### src/rtl/multicycle_pc_controller_pkg.sv
// Shared encodings for the multicycle RV32I control path: FSM states, opcodes,
// mux selects and ALU operation codes.
package riscv_pkg;

    typedef enum logic [3:0] {
        ST_RESET    = 4'd0,
        ST_FETCH    = 4'd1,
        ST_DECODE   = 4'd2,
        ST_MEMADR   = 4'd3,
        ST_MEMREAD  = 4'd4,
        ST_MEMWB    = 4'd5,
        ST_MEMWRITE = 4'd6,
        ST_EXECR    = 4'd7,
        ST_EXECI    = 4'd8,
        ST_ALUWB    = 4'd9,
        ST_BRANCH   = 4'd10,
        ST_JUMP     = 4'd11,
        ST_JALR     = 4'd12,
        ST_HALT     = 4'd13
    } state_t;

    localparam logic [6:0] OP_LOAD   = 7'b0000011;
    localparam logic [6:0] OP_STORE  = 7'b0100011;
    localparam logic [6:0] OP_RTYPE  = 7'b0110011;
    localparam logic [6:0] OP_ITYPE  = 7'b0010011;
    localparam logic [6:0] OP_BRANCH = 7'b1100011;
    localparam logic [6:0] OP_JAL    = 7'b1101111;
    localparam logic [6:0] OP_JALR   = 7'b1100111;

    localparam logic [1:0] PCSRC_PLUS4  = 2'b00;
    localparam logic [1:0] PCSRC_TARGET = 2'b01;
    localparam logic [1:0] PCSRC_ALU    = 2'b10;

    localparam logic [1:0] RES_ALU = 2'b00;
    localparam logic [1:0] RES_MEM = 2'b01;
    localparam logic [1:0] RES_PC  = 2'b11;

    localparam logic [1:0] SRCA_PC    = 2'b00;
    localparam logic [1:0] SRCA_OLDPC = 2'b01;
    localparam logic [1:0] SRCA_RS1   = 2'b10;

    localparam logic [1:0] SRCB_RS2  = 2'b00;
    localparam logic [1:0] SRCB_IMM  = 2'b01;
    localparam logic [1:0] SRCB_FOUR = 2'b10;

    localparam logic [1:0] ALUOP_ADD   = 2'b00;
    localparam logic [1:0] ALUOP_SUB   = 2'b01;
    localparam logic [1:0] ALUOP_FUNCT = 2'b10;

    localparam logic [2:0] ALU_ADD = 3'b000;
    localparam logic [2:0] ALU_SUB = 3'b001;
    localparam logic [2:0] ALU_AND = 3'b010;
    localparam logic [2:0] ALU_OR  = 3'b011;
    localparam logic [2:0] ALU_SLT = 3'b101;

    function automatic logic is_legal_op(input logic [6:0] op);
        case (op)
            OP_LOAD, OP_STORE, OP_RTYPE, OP_ITYPE,
            OP_BRANCH, OP_JAL, OP_JALR: is_legal_op = 1'b1;
            default:                    is_legal_op = 1'b0;
        endcase
    endfunction

endpackage

### src/rtl/multicycle_pc_controller_alu_decoder.sv
// Combinational ALUOp/funct decoder producing the ALU operation code.
module alu_decoder
    import riscv_pkg::*;
(
    input  logic [1:0] alu_op,
    input  logic [2:0] funct3,
    input  logic       funct7b5,
    input  logic       op5,
    output logic [2:0] alu_control
);

    // Map ALUOp and instruction fields to an ALU operation.
    always_comb begin
        alu_control = ALU_ADD;
        case (alu_op)
            ALUOP_ADD: alu_control = ALU_ADD;
            ALUOP_SUB: alu_control = ALU_SUB;
            ALUOP_FUNCT: begin
                case (funct3)
                    3'b000: begin
                        // Only R-type (op[5]=1) uses funct7b5 for sub; addi never does.
                        if (op5 && funct7b5) begin
                            alu_control = ALU_SUB;
                        end else begin
                            alu_control = ALU_ADD;
                        end
                    end
                    3'b010:  alu_control = ALU_SLT;
                    3'b110:  alu_control = ALU_OR;
                    3'b111:  alu_control = ALU_AND;
                    default: alu_control = ALU_ADD;
                endcase
            end
            default: alu_control = ALU_ADD;
        endcase
    end

endmodule

### src/rtl/multicycle_pc_controller.sv
// Main control FSM of the multicycle RV32I core. Define ILLEGAL_TRAP_EN to make
// illegal opcodes halt with a sticky IllegalInstr flag instead of acting as NOPs.
module multicycle_pc_controller
    import riscv_pkg::*;
#(
    parameter int unsigned RESET_HOLD_CYCLES = 1
) (
    input  logic       CLK,
    input  logic       Reset,
    input  logic [6:0] op,
    input  logic [2:0] funct3,
    input  logic       funct7b5,
    input  logic       Zero,
    input  logic       MemReady,
    output logic       PCEn,
    output logic [1:0] PCSrc,
    output logic       AdrSrc,
    output logic       MemReq,
    output logic       MemWrite,
    output logic       IRWrite,
    output logic       RegWrite,
    output logic [1:0] ResultSrc,
    output logic [1:0] ALUSrcA,
    output logic [1:0] ALUSrcB,
    output logic [2:0] ALUControl,
    output logic       InstrRetired,
    output logic       IllegalInstr
);

    localparam logic [3:0] HOLD_LAST = 4'(RESET_HOLD_CYCLES - 1);

    state_t     state;
    logic [3:0] hold_cnt;
    logic [1:0] alu_op;

    alu_decoder u_alu_decoder (
        .alu_op      (alu_op),
        .funct3      (funct3),
        .funct7b5    (funct7b5),
        .op5         (op[5]),
        .alu_control (ALUControl)
    );

    // State register and next-state sequencing, including the post-reset hold.
    always_ff @(posedge CLK) begin
        if (Reset) begin
            state    <= ST_RESET;
            hold_cnt <= 4'd0;
        end else begin
            case (state)
                ST_RESET: begin
                    if (hold_cnt == HOLD_LAST) begin
                        state    <= ST_FETCH;
                        hold_cnt <= 4'd0;
                    end else begin
                        hold_cnt <= hold_cnt + 4'd1;
                    end
                end
                ST_FETCH:    if (MemReady) state <= ST_DECODE;
                ST_DECODE: begin
                    case (op)
                        OP_LOAD, OP_STORE: state <= ST_MEMADR;
                        OP_RTYPE:          state <= ST_EXECR;
                        OP_ITYPE:          state <= ST_EXECI;
                        OP_BRANCH:         state <= ST_BRANCH;
                        OP_JAL:            state <= ST_JUMP;
                        OP_JALR:           state <= ST_JALR;
`ifdef ILLEGAL_TRAP_EN
                        default:           state <= ST_HALT;
`else
                        default:           state <= ST_FETCH;
`endif
                    endcase
                end
                ST_MEMADR:   state <= (op == OP_STORE) ? ST_MEMWRITE : ST_MEMREAD;
                ST_MEMREAD:  if (MemReady) state <= ST_MEMWB;
                ST_MEMWRITE: if (MemReady) state <= ST_FETCH;
                ST_EXECR:    state <= ST_ALUWB;
                ST_EXECI:    state <= ST_ALUWB;
                ST_HALT:     state <= ST_HALT;
                ST_MEMWB, ST_ALUWB, ST_BRANCH, ST_JUMP, ST_JALR: state <= ST_FETCH;
                default:     state <= ST_RESET;
            endcase
        end
    end

    // Control outputs from the current state; Reset forces every output low at once.
    always_comb begin
        PCEn         = 1'b0;
        PCSrc        = PCSRC_PLUS4;
        AdrSrc       = 1'b0;
        MemReq       = 1'b0;
        MemWrite     = 1'b0;
        IRWrite      = 1'b0;
        RegWrite     = 1'b0;
        ResultSrc    = RES_ALU;
        ALUSrcA      = SRCA_PC;
        ALUSrcB      = SRCB_RS2;
        alu_op       = ALUOP_ADD;
        InstrRetired = 1'b0;
        IllegalInstr = 1'b0;
        if (Reset) begin
            PCEn = 1'b0;
        end else begin
            case (state)
                ST_FETCH: begin
                    MemReq  = 1'b1;
                    IRWrite = MemReady;
                    PCEn    = MemReady;
                end
                ST_DECODE: begin
`ifdef ILLEGAL_TRAP_EN
                    InstrRetired = 1'b0;
`else
                    InstrRetired = !is_legal_op(op);
`endif
                end
                ST_MEMADR: begin
                    ALUSrcA = SRCA_RS1;
                    ALUSrcB = SRCB_IMM;
                end
                ST_MEMREAD: begin
                    MemReq = 1'b1;
                    AdrSrc = 1'b1;
                end
                ST_MEMWB: begin
                    RegWrite     = 1'b1;
                    ResultSrc    = RES_MEM;
                    InstrRetired = 1'b1;
                end
                ST_MEMWRITE: begin
                    MemReq       = 1'b1;
                    MemWrite     = 1'b1;
                    AdrSrc       = 1'b1;
                    InstrRetired = MemReady;
                end
                ST_EXECR: begin
                    ALUSrcA = SRCA_RS1;
                    alu_op  = ALUOP_FUNCT;
                end
                ST_EXECI: begin
                    ALUSrcA = SRCA_RS1;
                    ALUSrcB = SRCB_IMM;
                    alu_op  = ALUOP_FUNCT;
                end
                ST_ALUWB: begin
                    RegWrite     = 1'b1;
                    InstrRetired = 1'b1;
                end
                ST_BRANCH: begin
                    ALUSrcA      = SRCA_RS1;
                    alu_op       = ALUOP_SUB;
                    PCEn         = Zero ^ funct3[0];
                    PCSrc        = (Zero ^ funct3[0]) ? PCSRC_TARGET : PCSRC_PLUS4;
                    InstrRetired = 1'b1;
                end
                ST_JUMP: begin
                    PCEn         = 1'b1;
                    PCSrc        = PCSRC_TARGET;
                    RegWrite     = 1'b1;
                    ResultSrc    = RES_PC;
                    InstrRetired = 1'b1;
                end
                ST_JALR: begin
                    ALUSrcA      = SRCA_RS1;
                    ALUSrcB      = SRCB_IMM;
                    PCEn         = 1'b1;
                    PCSrc        = PCSRC_ALU;
                    RegWrite     = 1'b1;
                    ResultSrc    = RES_PC;
                    InstrRetired = 1'b1;
                end
                ST_HALT: begin
`ifdef ILLEGAL_TRAP_EN
                    IllegalInstr = 1'b1;
`else
                    IllegalInstr = 1'b0;
`endif
                end
                default: PCEn = 1'b0;
            endcase
        end
    end

endmodule

### config.mk
export PLATFORM = sky130hd
export DESIGN_NAME = multicycle_pc_controller
export DESIGN_NICKNAME = d
export VERILOG_FILES = /design/src/rtl/multicycle_pc_controller_pkg.sv /design/src/rtl/multicycle_pc_controller_alu_decoder.sv /design/src/rtl/multicycle_pc_controller.sv
export SDC_FILE = /design/constraint.sdc
export NUM_CORES = 1
export LEC_CHECK = 0
export BUFFER_PORTS_ARGS = -buffer_cell sky130_fd_sc_hd__buf_2
export CORE_MARGIN = 3
export CORE_UTILIZATION = 35
export DETAILED_ROUTE_END_ITERATION = 8
export PLACE_DENSITY = 0.65
export RECOVER_POWER = 50
export SLEW_MARGIN = 25
export SYNTH_ARGS = -nofsm -noshare
export SYNTH_HDL_FRONTEND = slang
export SYNTH_SLANG_ARGS = --single-unit
### constraint.sdc
create_clock -name CLK -period 2.7 [get_ports CLK]
set_clock_uncertainty 0.1 [all_clocks]
set_input_delay 0.135 -clock CLK [delete_from_list [all_inputs] [get_ports CLK]]
set_output_delay 0.135 -clock CLK [all_outputs]
set_load 0.005 [all_outputs]
==> results.yml <==
synthesis:
  syn_avg_cell_area_um2: 6.86
  synth-edff-count: 0
  most_used_standard_cell_by_instance_count_after_synthesis: "nor2_1"
  synth_seq_area_share_pct: 16.3
  post_synthesis_mux_area_share_pct: 2.17
  synthDistinctLibCells: 45
  post_synth_instance_area_um2: 981
  synth_compound_gate_area_share_pct: 24.0
  synth-seq-cells: 8
  largest_area_contributor_in_the_netlist: "dfxtp_1"
  synthTopCellsByArea: "dfxtp_1 (16%), a21oi_1 (6.6%), nor2_1 (6.1%)"
  post_synth_most_frequent_cells: "nor2_1 (16), a21oi_1 (13), nand2_1 (13)"
  synth-simple-area-share_pct: 36.1
  synth_fa_ha_area_share_pct: 5.10
  synth-warning-count: 0
  synth_cells: 143
  synth.top_cell.area_share_pct: 16.3
  synth_async_sr_flop_share_pct: 0
  synth_top_family_by_area: "simple AND/OR/NAND/NOR gates"
  ys_dominant_reg_cell: "dfxtp_1"
  synth_area_in_xor_xnor_pct: 5.36
sta:
  tightestPinTransition_ns: 0.887
  min_period_over_period_pct: 89.5
  finalWorstSetupSlack_ns: 0.283
  max_clock_freq_mhz: 414
  final.setup.tns_ns: 0
  unrepaired_setup_endpoints_after_global_routing: "no"
  fin_crit_ns: 2.42
  final-hold-violation-count: 0
  final-setup-viol-count: 0
  max_slew_margin_pct: 40.4
  final_count_of_pins_violating_max_slew: 0
  hold_slack_ns: 0.0645
placed_design:
  gp_routability_congestion: 0.821
  setup_ws_pre_cts_ns: 0.368
  dp_hpwl_um: 1860
  post_detailed_placement_cell_area_mm2: 0.00112
  port_buffers: 30
power_and_ir_drop:
  pwr_density_cell_mw_per_mm2: 497
  vdd.ir_drop.worst_mv: 0.479
  power.static_leakage_uw: 0.000473
critical_path:
  critical_path.reg2reg.startpoint: "state[3]"
  rr_endpoint: "state[2]"
  cp-start-kind: "register"
  cp.arrival_ns: 2.45
  setup.worst_path.end_class: "register"
  worstSetupPathType: "register to register"
  timing.reg2reg.setup_slack_ns: 0.28
  reg2reg_depth: 6
  critical_path_peak_fanout: 13
  critical_path_data_required_time_ns: 2.74
hold_path:
  holdPathEnd: "state[2]"
  hold_path.class: "primary input to register"
  min_from: "MemReady"
  timing.hold.worst_path_depth: 2
route:
  route.vias.total: 1099
  drt_first_iter_violations: 23
  route.antenna.remaining_nets: 0
  first_pass_iters: 4
  routedWlPerCell_um: 12.1
  drt-vias-per-instance: 5.58
  route.final.wire_length_um: 2380
  number_of_drc_violations_after_detailed_routing: 0
final_layout:
  diodes: 0
  area_delta_synth_final_pct: 15.7
  finalInstanceArea_mm2: 0.00113
  fillers: 275
  design.final.nets: 188
  layout-drive-gt1-share_pct: 21.6
cts:
  tritoncts.num_buffers: 3
  cts_max_level: 1
  cts_hold_buffers: 0
  tritoncts_num_sinks: 8
  clk-insertion-delay-late_ns: 0.26
  clock_path_buffers: 2
  clockRootBuffer: "clkbuf_4"
  clk_transition_reported_paths_ns: 0.06
  clock_tree_from_tritoncts: "yes"
grt:
  grt_overflow_total: 0
  grt_use_total_pct: 14.6
  first_global_vias: 1006
  grt_pass1_wl_um: 4080
  antenna_found_initial: 0
  maximum_number_of_pins_on_one_net_before_global_route_repair: 26
floorplanning:
  initial_core_util_pct: 38.2
  core-area_mm2: 0.00257
  chip_height_um: 58.9
  die_width_um: 58.9
  die_outline_area_mm2: 0.00347
  placement_rows: 18
  io_pins: 34
run_status:
  outcome: "finished, final reports clean"
run:
  max_cap_viol_count: 0
-- power by group --
part / internal, uW / switching [uW] / total (uW)
registers: 133 / 48.8 / 182
logic: 130 / 156 / 286
clock network: 51.2 / 45.0 / 96.1
total: 315 / 249 / 564
-- routing by layer --
metal	GRT usage, %	vias to the layer above	part of all wire, %
li1	-	549	-
met1	18.9	511	46
met2	24.3	35	46
met3	3.51	4	6.5
met4	3.88	0	0.92
met5	0	-	0
-- cell type report --
class                   count  area (um^2)  area share [%]
multi-input cells         115          718            63.3
repair buffers             33          165            14.6
flip-flops and latches      8          161            14.2
well taps                  30         37.5            3.31
inverters                   8         30.0            2.65
clock buffers               3         22.5            1.98
-- repair_timing --
action	in CTS	in global routing
setup endpoints to repair	0	2
resized for setup	0	1
endpoints found under the hold margin	0	0
setup buffers	0	0
-- cell families (layout without fill, tap and decap cells) --
logic type               after synthesis  after routing
buffers and inverters                 22             44
XOR/XNOR                               6              6
AND/OR/NAND/NOR                       65             65
AO/OA/AOI/OAI                         35             35
multiplexers                           2              2
flip-flops                             8              8
adder cells (fa/ha/maj)                4              4
other                                  1              3
-- through the flow --
stage	power [uW]	instances	utilization (%)
2_1_floorplan	407	145	-
3_3_place_gp	467	194	43.8
3_5_place_dp	471	194	43.8
4_1_cts	570	197	44.7
5_1_grt	616	197	44.2
6_report	564	197	44.2
-- sequential cells by signal, indices dropped and copies added, names as in the netlist --
name and flops:
state 4, hold_cnt 4
-- worst max-delay path by stage --
| stage | start | to | slack [ns] | cells past startpoint |
|---|---|---|---|---|
| 3_3_place_gp | state[0] | ALUControl[2] | 0.46 | 8 |
| 2_1_floorplan | state[0] | ALUControl[2] | 0.56 | 9 |
| 3_5_place_dp | state[0] | ALUControl[2] | 0.37 | 8 |
| 6_report | state[3] | state[2] | 0.28 | 6 |
| 5_1_grt | state[1] | ALUControl[2] | 0.09 | 8 |
| 4_1_cts | state[0] | ALUControl[2] | 0.08 | 8 |
-- cell usage in the layout (no fill, tap or decap), drive strengths merged, types with 5 or more instances in the layout --
cell type,count
clkbuf,11
o21ai,5
dfxtp,8
nor2,16
inv,8
buf,25
a21oi,13
nor3,7
nand2,13
-- critical path, stage by stage (launching register included) --
cell,delay [ns]
dfxtp_1,0.39
buf_4,0.23
nor4_1,0.77
o21ai_0,0.33
o211ai_1,0.25
a311o_1,0.17
o41ai_1,0.06
Power figures use the tool's default switching activity.
